## src/rtl/lms_rx_deframer.sv

```systemverilog
`default_nettype none
// ============================================================================
// lms_rx_deframer : LMS RX interleaved I/Q deframer with IQSEL lock tracking.
// Optional macro LMS_DEFRAME_ERRCNT_EN builds err_count / clr_err.  Rev 1.0
// ============================================================================
module lms_rx_deframer #(
  parameter int WIDTH      = 12,
  parameter int LOCK_PAIRS = 4,
  parameter int ERR_W      = 16
) (
  input  logic             clk,
  input  logic             rst_n,
  input  logic             enable,
  input  logic             swap_iq,
  input  logic             iqsel_in,
  input  logic [WIDTH-1:0] data_in,
  output logic [WIDTH-1:0] i_out,
  output logic [WIDTH-1:0] q_out,
  output logic             strobe,
  output logic             locked,
  output logic             frame_err,
  input  logic             clr_err,
  output logic [ERR_W-1:0] err_count
);

  typedef enum logic [1:0] {
    HUNT    = 2'd0,
    LOCKING = 2'd1,
    LOCKED  = 2'd2
  } state_t;

  localparam logic [3:0] LOCK_TARGET = 4'(LOCK_PAIRS);

  state_t           state;
  logic             sel_r;
  logic             sel_prev;
  logic [WIDTH-1:0] dat_r;
  logic [WIDTH-1:0] i_hold;
  logic [3:0]       pair_cnt;
  logic [3:0]       pair_nxt;
  logic             sel_eff;
  logic             repeat_sel;
  logic             fault;

  assign sel_eff    = sel_r ^ swap_iq;
  assign repeat_sel = (sel_eff == sel_prev);
  assign pair_nxt   = pair_cnt + 4'd1;
  assign fault      = enable && (state == LOCKED) && repeat_sel;

  // Pin capture stage; sel_prev tracks the swapped view so alternation is checked post-swap.
  always_ff @(posedge clk or negedge rst_n) begin
    if (!rst_n) begin
      sel_r    <= 1'b0;
      dat_r    <= '0;
      sel_prev <= 1'b0;
    end else begin
      sel_r    <= iqsel_in;
      dat_r    <= data_in;
      sel_prev <= sel_eff;
    end
  end

  always_ff @(posedge clk or negedge rst_n) begin
    if (!rst_n) begin
      state     <= HUNT;
      pair_cnt  <= 4'd0;
      i_hold    <= '0;
      i_out     <= '0;
      q_out     <= '0;
      strobe    <= 1'b0;
      locked    <= 1'b0;
      frame_err <= 1'b0;
    end else begin
      strobe    <= 1'b0;
      frame_err <= 1'b0;
      if (!enable) begin
        state    <= HUNT;
        pair_cnt <= 4'd0;
        locked   <= 1'b0;
      end else begin
        case (state)
          HUNT: begin
            locked <= 1'b0;
            if (sel_eff) begin
              i_hold   <= dat_r;
              pair_cnt <= 4'd0;
              state    <= LOCKING;
            end
          end
          LOCKING: begin
            if (repeat_sel) begin
              state    <= HUNT;
              pair_cnt <= 4'd0;
            end else if (sel_eff) begin
              i_hold <= dat_r;
            end else if (pair_nxt == LOCK_TARGET) begin
              // The pair that completes the lock run is also the first one delivered.
              state    <= LOCKED;
              locked   <= 1'b1;
              strobe   <= 1'b1;
              i_out    <= i_hold;
              q_out    <= dat_r;
              pair_cnt <= 4'd0;
            end else begin
              pair_cnt <= pair_nxt;
            end
          end
          LOCKED: begin
            if (repeat_sel) begin
              frame_err <= 1'b1;
              locked    <= 1'b0;
              state     <= HUNT;
              pair_cnt  <= 4'd0;
            end else if (sel_eff) begin
              i_hold <= dat_r;
            end else begin
              strobe <= 1'b1;
              i_out  <= i_hold;
              q_out  <= dat_r;
            end
          end
          default: begin
            state    <= HUNT;
            pair_cnt <= 4'd0;
            locked   <= 1'b0;
          end
        endcase
      end
    end
  end

`ifdef LMS_DEFRAME_ERRCNT_EN
  logic [ERR_W-1:0] err_cnt;

  // Clear takes priority over a coincident fault.
  always_ff @(posedge clk or negedge rst_n) begin
    if (!rst_n) begin
      err_cnt <= '0;
    end else if (clr_err) begin
      err_cnt <= '0;
    end else if (fault && (err_cnt != {ERR_W{1'b1}})) begin
      err_cnt <= err_cnt + 1'b1;
    end
  end

  assign err_count = err_cnt;
`else
  logic unused_errcnt_inputs;
  assign unused_errcnt_inputs = clr_err ^ fault;
  assign err_count = '0;
`endif

endmodule
`default_nettype wire

```

## config.mk

```make
export PLATFORM = sky130hd
export DESIGN_NAME = lms_rx_deframer
export DESIGN_NICKNAME = d
export VERILOG_FILES = /design/src/rtl/lms_rx_deframer.sv
export SDC_FILE = /design/constraint.sdc
export NUM_CORES = 1
export LEC_CHECK = 0
export ABC_AREA = 1
export ABC_CLOCK_PERIOD_IN_PS = 2100
export BUFFER_PORTS_ARGS = -buffer_cell sky130_fd_sc_hd__buf_2
export CORE_UTILIZATION = 40
export DETAILED_ROUTE_END_ITERATION = 10
export MAX_ROUTING_LAYER = met4
export SLEW_MARGIN = 20
export SYNTH_ARGS = -nofsm -noshare
export SYNTH_HDL_FRONTEND = slang
export SYNTH_SLANG_ARGS = --single-unit
```

## constraint.sdc

```tcl
create_clock -name clk -period 2.1 [get_ports clk]
set_clock_uncertainty 0.2 [all_clocks]
set_input_delay 0.42 -clock clk [delete_from_list [all_inputs] [get_ports clk]]
set_output_delay 0.42 -clock clk [all_outputs]
set_load 0.01 [all_outputs]
```

==> results.yml, run 1 <==
power:
  vdd_drop_max_v: 0.000645
  leakagePower_uw: 0.00184
  pwr_density_cell_mw_per_mm2: 1130
finish:
  finalInstanceArea_mm2: 0.00335
  drive_above_1_share_pct: 24.0
  nets: 382
  utilization_pct: 52.5
  n_antenna_cell: 0
  area_growth_pct: 26.4
worst_setup_path:
  cp.required_ns: 2.11
  cp_top_family: "simple AND/OR/NAND/NOR gates"
  crit_chain: "nand2_1, nand2_4, inv_1, ha_4, nor2_4, o21ai_2, nor2_8, nand2_8, nand2_1, nand2_1"
  cp.depth: 10
  worstRegToRegCells: 10
  crit_path_top_delay_cell: "dfrtp_1"
  arrival_ns: 1.97
  worst-path-max-fanout: 12
  cp_slowest_stage_delay_ns: 0.40
  crit_top_cell: "nand2_1"
  cp-start-kind: "flip-flop"
  crit_buf_inv: 1
  critPathKind: "flip-flop to flip-flop"
  critical_path.endpoint_type: "flip-flop"
sta:
  fmax_mhz: 510
  drv_slew: 0
  rsz0062_at_grt: "false"
  fin_crit_ns: 1.96
  finalWorstSetupSlack_ns: 0.141
  fin_crit_sh_pct: 93.3
  hold_viol_final: 0
  setup_viol: 0
synthesis:
  netlist_instances: 285
  synth_seq_cells: 59
  syn_area_mm2: 0.00265
  netlist.area_leader.share_pct: 55.6
  ys_types: 23
  yosysWarnings: 0
  synth.area.top_cells: "dfrtp_1, nand2_1, nand3_1"
  syn_area_per_cell_um2: 9.31
  synth_area_leader_cell: "dfrtp_1"
  yosysSeqAreaShare_pct: 55.6
detailed_routing:
  drtPass1Iterations: 4
  first_iter_violations: 111
  wire_per_inst_um: 12.1
  antenna_left: 0
  viasPerCell: 4.57
  drc_errors: 0
  vias: 2007
  wl_um: 5300
clock_tree:
  clockBufferDepth: 2
  cts_max_level: 3
  clk_latency_ns: 0.33
  cts_setup_buffers: 0
  cts_root_buf: "clkbuf_8"
  clock-sinks: 59
  cts_buffers: 9
  path_clk_slew_ns: 0.06
  tritoncts: "built"
global_routing:
  grt_pass1_vias: 1923
  gr-total-overflow: 0
  antenna_found_initial: 0
  grt_max_degree: 52
  grt_usage_pct: 16.2
  grt_pass1_wl_um: 8630
placed_design:
  port_buffers: 43
  pre_cts_slack_ns: -0.126
  gp_congestion: 0.786
  dp_hpwl_um: 3430
  placement.cell_area_mm2: 0.00293
hold_path:
  hold_depth: 3
  min_path_type: "input port to flip-flop"
outcome:
  outcome: "finished clean"
floorplan:
  die_h_um: 83.5
  core.rowCount: 29
  core_area_mm2: 0.00639
  io_pins: 61
  initial_core_util_pct: 41.6
  die_w_um: 83.5
  die-area_mm2: 0.00696
flow_run:
  drv_cap: 0
cell type report:
cell class / instances / area, um^2
Inverter: 30 / 113
Fill cell: 594 / 3030
Timing Repair Buffer: 69 / 482
Tap cell: 77 / 96.3
Multi-Input combinational cell: 188 / 977
Sequential cell: 59 / 1480
Clock buffer: 11 / 131
Clock inverter: 5 / 77.6
layout by cell type, fill, tap and decap left out, types with 3 or more instances in the layout:
cell type and instances:
nand2_1 94, dfrtp_1 59, buf_2 43, nand3_1 34, inv_1 28, conb_1 16
dlygate4sd3_1 14, o21ai_0 13, clkbuf_8 9, buf_4 7, ha_1 6, nor2_1 4
nand2_2 3, buf_6 3
cell usage after synthesis (all sizes together):
cell type and count:
nor2 8, ha 7, nand4 2, o21ai 14, nand3 35, a21boi 1, dfrtp 59, conb 1
buf 24, nand3b 1, a21oi 1, nand2 100, inv 30, o2111ai 1, clkbuf 1
per-stage QoR:
| stage | power, uW | hold WS (ns) | cells | TNS (ns) |
|---|---|---|---|---|
| final | 3790 | 0.224 | 439 | 0 |
| after global placement | 2620 | 0.0997 | 406 | -2.23 |
| after global routing | 4050 | 0.227 | 439 | 0 |
| after CTS | 3790 | 0.000411 | 435 | 0 |
| after floorplan | 2290 | -0.0756 | 300 | 0 |
| after detailed placement | 2660 | 0.102 | 406 | -2.94 |
per-layer routing:
layer	global-route usage (%)	share of wire, %
met4	7.40	1.7
met5	-	0
met2	24.4	46
met1	21.1	49
met3	3.66	3.6
kinds of logic (layout without fill, tap and decap cells):
group | after synthesis | after routing | share of synthesized area, %
AOI/OAI and AO/OA | 17 | 17 | 4.24
and+or+nand+nor | 146 | 148 | 25.0
buffers and inverters | 55 | 115 | 11.6
other | 1 | 16 | 0.141
DFF | 59 | 59 | 55.6
adders and majority gates | 7 | 7 | 3.30
worst paths after layout:
kind / slack, ns / from / to
setup / recovery: 0.14 / sel_r / i_out[11]
hold / removal: 0.22 / enable / strobe
setup reg to reg: 0.14 / sel_r / i_out[11]
hold reg to reg: 0.27 / q_out[10] / q_out[10]
max in group asynchronous: 0.87 / rst_n / dat_r[4]
min in group asynchronous: 0.29 / rst_n / locked
sequential cells by signal, indices dropped and copies added, names as in the netlist:
signal and cells:
sel_prev 1, pair_cnt 4, dat_r 12, state 2, sel_r 1, strobe 1, i_hold 12, i_out 12
frame_err 1, q_out 12, locked 1
what timing repair did:
item                                    in CTS  in global routing
hold endpoints to repair                    20                  1
gates resized for setup                      0                 11
hold buffers                                13                  1
endpoints found under the setup margin       0                 32
power by group:
group,leakage (uW),internal (uW),switching [uW]
combinational,0.000995,413,616
clock,0.000103,665,430
sequential,0.000745,1470,191
total,0.00184,2550,1240
worst register-to-register path, cell delays in order, from the launching register on:
cell and delay, ns:
dfrtp_1 0.40, nand2_1 0.13, nand2_4 0.06, inv_1 0.08
ha_4 0.22, nor2_4 0.11, o21ai_2 0.10, nor2_8 0.27
nand2_8 0.15, nand2_1 0.09, nand2_1 0.05
(Power assumes the default switching activity.)
==> run 2: changes to the inputs <==
--- a/config.mk
+++ b/config.mk
@@ -8,6 +8,7 @@
 export ABC_AREA = 1
 export ABC_CLOCK_PERIOD_IN_PS = 2100
 export BUFFER_PORTS_ARGS = -buffer_cell sky130_fd_sc_hd__buf_2
+export CORE_ASPECT_RATIO = 1.1
 export CORE_UTILIZATION = 40
 export DETAILED_ROUTE_END_ITERATION = 10
 export MAX_ROUTING_LAYER = met4
==> results.yml, run 2 (synthesis results as in run 1) <==
worst_setup_path:
  cp-start-kind: "flip-flop"
  critPathKind: "flip-flop to flip-flop"
  arrival_ns: 1.97
  crit_chain: "inv_1, nand2_1, nand2_4, inv_1, ha_4, buf_4, inv_1, nand2_2, nor2_4, nor2_4, inv_1, nand2_1, nand2_1"
  crit_buf_inv: 5
  crit_top_cell: "inv_1"
  cp_slowest_stage_delay_ns: 0.39
  cp.required_ns: 2.11
  worst-path-max-fanout: 5
  crit_path_top_delay_cell: "dfrtp_1"
  critical_path.endpoint_type: "flip-flop"
  cp_top_family: "simple AND/OR/NAND/NOR gates"
sta:
  finalWorstSetupSlack_ns: 0.145
  drv_slew: 0
  fmax_mhz: 512
  hold_viol_final: 0
  fin_crit_sh_pct: 93.1
  setup_viol: 0
  rsz0062_at_grt: "false"
  fin_crit_ns: 1.95
finish:
  layout_common_cells: "nand2_1, dfrtp_1, buf_2, nand3_1, inv_1"
  nets: 380
  finalInstanceArea_mm2: 0.00336
  drive_above_1_share_pct: 23.7
  utilization_pct: 53.4
  layout_commonest_cell: "nand2_1"
  area_growth_pct: 26.8
  n_antenna_cell: 0
  stdcell_count: 439
clock_tree:
  path_clk_slew_ns: 0.07
  clk_latency_ns: 0.33
  clockBufferDepth: 2
  cts_max_level: 3
  tritoncts: "built"
  cts_root_buf: "clkbuf_8"
  clock-sinks: 59
  cts_buffers: 9
floorplan:
  io_pins: 61
  die_h_um: 87.4
  initial_core_util_pct: 42.1
  core_area_mm2: 0.00631
  core.rowCount: 30
  die_w_um: 79.7
  die-area_mm2: 0.00696
placed_design:
  gp_congestion: 0.821
  dp_cells: 409
  placement.cell_area_mm2: 0.00296
  dp_hpwl_um: 3330
  port_buffers: 43
  pre_cts_slack_ns: -0.153
detailed_routing:
  antenna_left: 0
  drc_errors: 0
  first_iter_violations: 101
  wire_per_inst_um: 11.5
  drtPass1Iterations: 4
  viasPerCell: 4.49
  vias: 1969
  wl_um: 5030
power:
  pwr_density_cell_mw_per_mm2: 1160
  leakagePower_uw: 0.00185
  vdd_drop_max_v: 0.000586
  total_power_uw: 3890
hold_path:
  min_path_type: "input port to flip-flop"
global_routing:
  grt_usage_pct: 16.8
  gr-total-overflow: 0
  grt_max_degree: 60
  grt_pass1_wl_um: 8540
  antenna_found_initial: 0
  grt_pass1_vias: 1954
flow_run:
  drv_cap: 0
outcome:
  outcome: "finished clean"
==> run 2: cell type report <==
type | count | area, um^2
Clock inverter | 5 | 103
Fill cell | 578 | 2940
Timing Repair Buffer | 68 | 488
Inverter | 30 | 113
Clock buffer | 10 | 128
Tap cell | 80 | 100
Multi-Input combinational cell | 187 | 957
Sequential cell | 59 | 1480
==> run 2: final timing paths <==
kind                       startpoint  depth (start not counted)  slack, ns     endpoint
setup / recovery                sel_r                         13       0.15  pair_cnt[0]
hold / removal                 enable                          3       0.22       strobe
setup reg to reg                sel_r                         13       0.15  pair_cnt[0]
hold reg to reg              q_out[2]                          2       0.26     q_out[2]
max in group asynchronous       rst_n                          3       1.01     q_out[6]
min in group asynchronous       rst_n                          3       0.41       strobe
==> run 2: repair_timing <==
| action | CTS | global route |
|---|---|---|
| cloned | 0 | 1 |
| pin swaps | 0 | 1 |
| endpoints found under the setup margin | 1 | 31 |
| endpoints found under the hold margin | 72 | 0 |
| buffers inserted | 0 | 0 |
| hold buffers | 14 | 0 |
| resized for setup | 1 | 4 |
==> run 2: worst min-delay path: cells and delay by family <==
kind                   cells  cell delay, ns
AND/OR/NAND/NOR            1            0.10
buffers and inverters      1            0.16
AO/OA/AOI/OAI              1            0.03
==> run 2: layer usage <==
metal	track usage (%)	routed length, um	vias up
met5	-	0	-
met4	4.96	44	0
met3	5.76	206	7
met2	28.9	2570	41
met1	18.2	2210	924
li1	-	-	997
==> run 2: stage by stage <==
stage / hold WS [ns] / setup TNS (ns)
2_1_floorplan: -0.0756 / 0
3_3_place_gp: 0.249 / -2.12
3_5_place_dp: 0.248 / -2.99
4_1_cts: 0.193 / 0
5_1_grt: 0.222 / 0
6_report: 0.221 / 0
==> run 2: power by group <==
| part | switching (uW) | leakage [uW] | total (uW) | internal, uW |
|---|---|---|---|---|
| registers | 190 | 0.000745 | 1660 | 1470 |
| logic | 586 | 0.000997 | 1020 | 431 |
| clock network | 432 | 0.000112 | 1210 | 780 |
==> run 3: changes to the inputs <==
--- a/config.mk
+++ b/config.mk
@@ -8,10 +8,11 @@
 export ABC_AREA = 1
 export ABC_CLOCK_PERIOD_IN_PS = 2100
 export BUFFER_PORTS_ARGS = -buffer_cell sky130_fd_sc_hd__buf_2
-export CORE_ASPECT_RATIO = 1.1
+export CORE_ASPECT_RATIO = 1.5
 export CORE_UTILIZATION = 40
 export DETAILED_ROUTE_END_ITERATION = 10
 export MAX_ROUTING_LAYER = met4
+export REMOVE_ABC_BUFFERS = 1
 export SLEW_MARGIN = 20
 export SYNTH_ARGS = -nofsm -noshare
 export SYNTH_HDL_FRONTEND = slang
==> results.yml, run 3 (synthesis results as in run 1) <==
power:
  cell_internal_pwr_uw: 2400
  comb_power_share_pct: 28.1
  clkPwrFrac_pct: 26.1
  switching_share_pct: 33.6
  total_power_uw: 3620
  pwr_density_cell_mw_per_mm2: 1090
  p_seq_share_pct: 45.7
  p_switching_uw: 1220
  vdd_drop_max_v: 0.000430
  leakagePower_uw: 0.00183
sta:
  setup_viol: 0
  fmax_mhz: 508
  rsz0062_at_grt: "false"
  fin_crit_ns: 1.97
  hold_viol_final: 0
  drv_slew: 0
  fin_crit_sh_pct: 93.8
clock_tree:
  cts_buffers: 9
  cts_root_buf: "clkbuf_8"
  clockBufferDepth: 2
  clock-sinks: 59
  cts_max_level: 3
  tritoncts: "built"
  path_clk_slew_ns: 0.06
  clk_latency_ns: 0.34
floorplan:
  initial_core_util_pct: 41.2
  die_w_um: 68.5
  die_h_um: 102
  core_area_mm2: 0.00644
  die-area_mm2: 0.00697
  io_pins: 61
  core.rowCount: 36
outcome:
  violations: "design-rule violations"
  outcome: "complete, but fails checks"
detailed_routing:
  vias: 2006
  drtPass1Iterations: 7
  first_iter_violations: 163
  antenna_left: 0
  drc_errors: 1
  viasPerCell: 4.59
  wl_um: 5280
  wire_per_inst_um: 12.1
global_routing:
  gr-total-overflow: 0
  antenna_found_initial: 0
  grt_pass1_vias: 1801
  grt_pass1_wl_um: 8110
  grt_usage_pct: 16.6
  grt_max_degree: 45
worst_setup_path:
  cp.required_ns: 2.18
  r2r_start: "sel_r"
  critPathKind: "flip-flop to flip-flop"
  cp-startpoint: "sel_r"
  cp-start-kind: "flip-flop"
  worst-path-max-fanout: 7
  r2r_slack_ns: 0.13
  critical_path.endpoint_type: "flip-flop"
  arrival_ns: 2.05
placed_design:
  dp_hpwl_um: 3410
  gp_congestion: 0.796
  port_buffers: 43
  placement.cell_area_mm2: 0.00292
finish:
  layout_commonest_cell: "nand2_1"
  finalInstanceArea_mm2: 0.00333
  layout_common_cells: "nand2_1, dfrtp_1, buf_2, nand3_1, inv_1"
  drive_above_1_share_pct: 23.8
  area_growth_pct: 25.4
  nets: 382
  n_antenna_cell: 0
hold_path:
  min_path_type: "input port to flip-flop"
  min_from: "enable"
flow_run:
  drv_cap: 0
run 3: cell types whose count changed in the layout (fill, tap and decap cells not counted), moves of 2 or more:
cell / previous run / this run
buf_12: 4 / 2
buf_6: 0 / 4
bufinv_16: 3 / 0
clkbuf_8: 9 / 12
nand2_8: 0 / 2
run 3: per-layer routing:
metal	share of wire, %	vias to the layer above	track usage, %
li1	-	1002	-
met1	41	952	18.9
met2	53	45	26.0
met3	4.3	7	4.39
met4	1.7	0	8.65
met5	0	-	-
run 3: what timing repair did:
item	4_1_cts	5_1_grt
setup buffers	0	0
gates resized for setup	0	13
setup endpoints to repair	0	30
hold endpoints to repair	28	0
hold buffers	14	0
run 3: layout make-up:
type | count | area [um^2]
Sequential cell | 59 | 1480
Multi-Input combinational cell | 188 | 977
Clock buffer | 14 | 173
Timing Repair Buffer | 69 | 485
Fill cell | 617 | 3110
Clock inverter | 1 | 7.51
Tap cell | 76 | 95.1
Inverter | 30 | 113
run 3: worst paths after layout:
kind	endpoint	depth (start not counted)
max	q_out[11]	10
min	strobe	3
max reg2reg	q_out[11]	10
min reg2reg	i_out[6]	2
max in group asynchronous	frame_err	3
min in group asynchronous	i_hold[4]	2
run 3: stage by stage:
step / utilization, % / TNS (ns) / setup slack, ns / hold slack (ns) / std cells
floorplan: - / -1.14 / -0.0474 / -0.0756 / 275
global placement: 45.4 / -2.30 / -0.0881 / 0.153 / 404
detailed placement: 45.4 / -3.14 / -0.124 / 0.160 / 404
CTS: 50.4 / 0 / 0.0380 / 0.197 / 433
global route: 51.7 / 0 / 0.0159 / 0.232 / 437
finish: 51.7 / 0 / 0.130 / 0.211 / 437
run 3: worst max-delay path, stage by stage, from the launching register on:
cell     delay, ns
dfrtp_1       0.40
nand2_1       0.14
nand2_4       0.06
inv_1         0.08
ha_4          0.22
nor2_4        0.12
o21ai_2       0.10
nor2_8        0.27
buf_4         0.19
nand3_1       0.08
nand2_1       0.07
run 3: power groups by stage:
stage	registers (uW)	clock network, uW	logic [uW]
after global routing	1690	1020	1160
after floorplan	1750	0	475
after global placement	1660	0	941
after CTS	1660	972	991
after detailed placement	1680	0	967
final	1660	946	1020
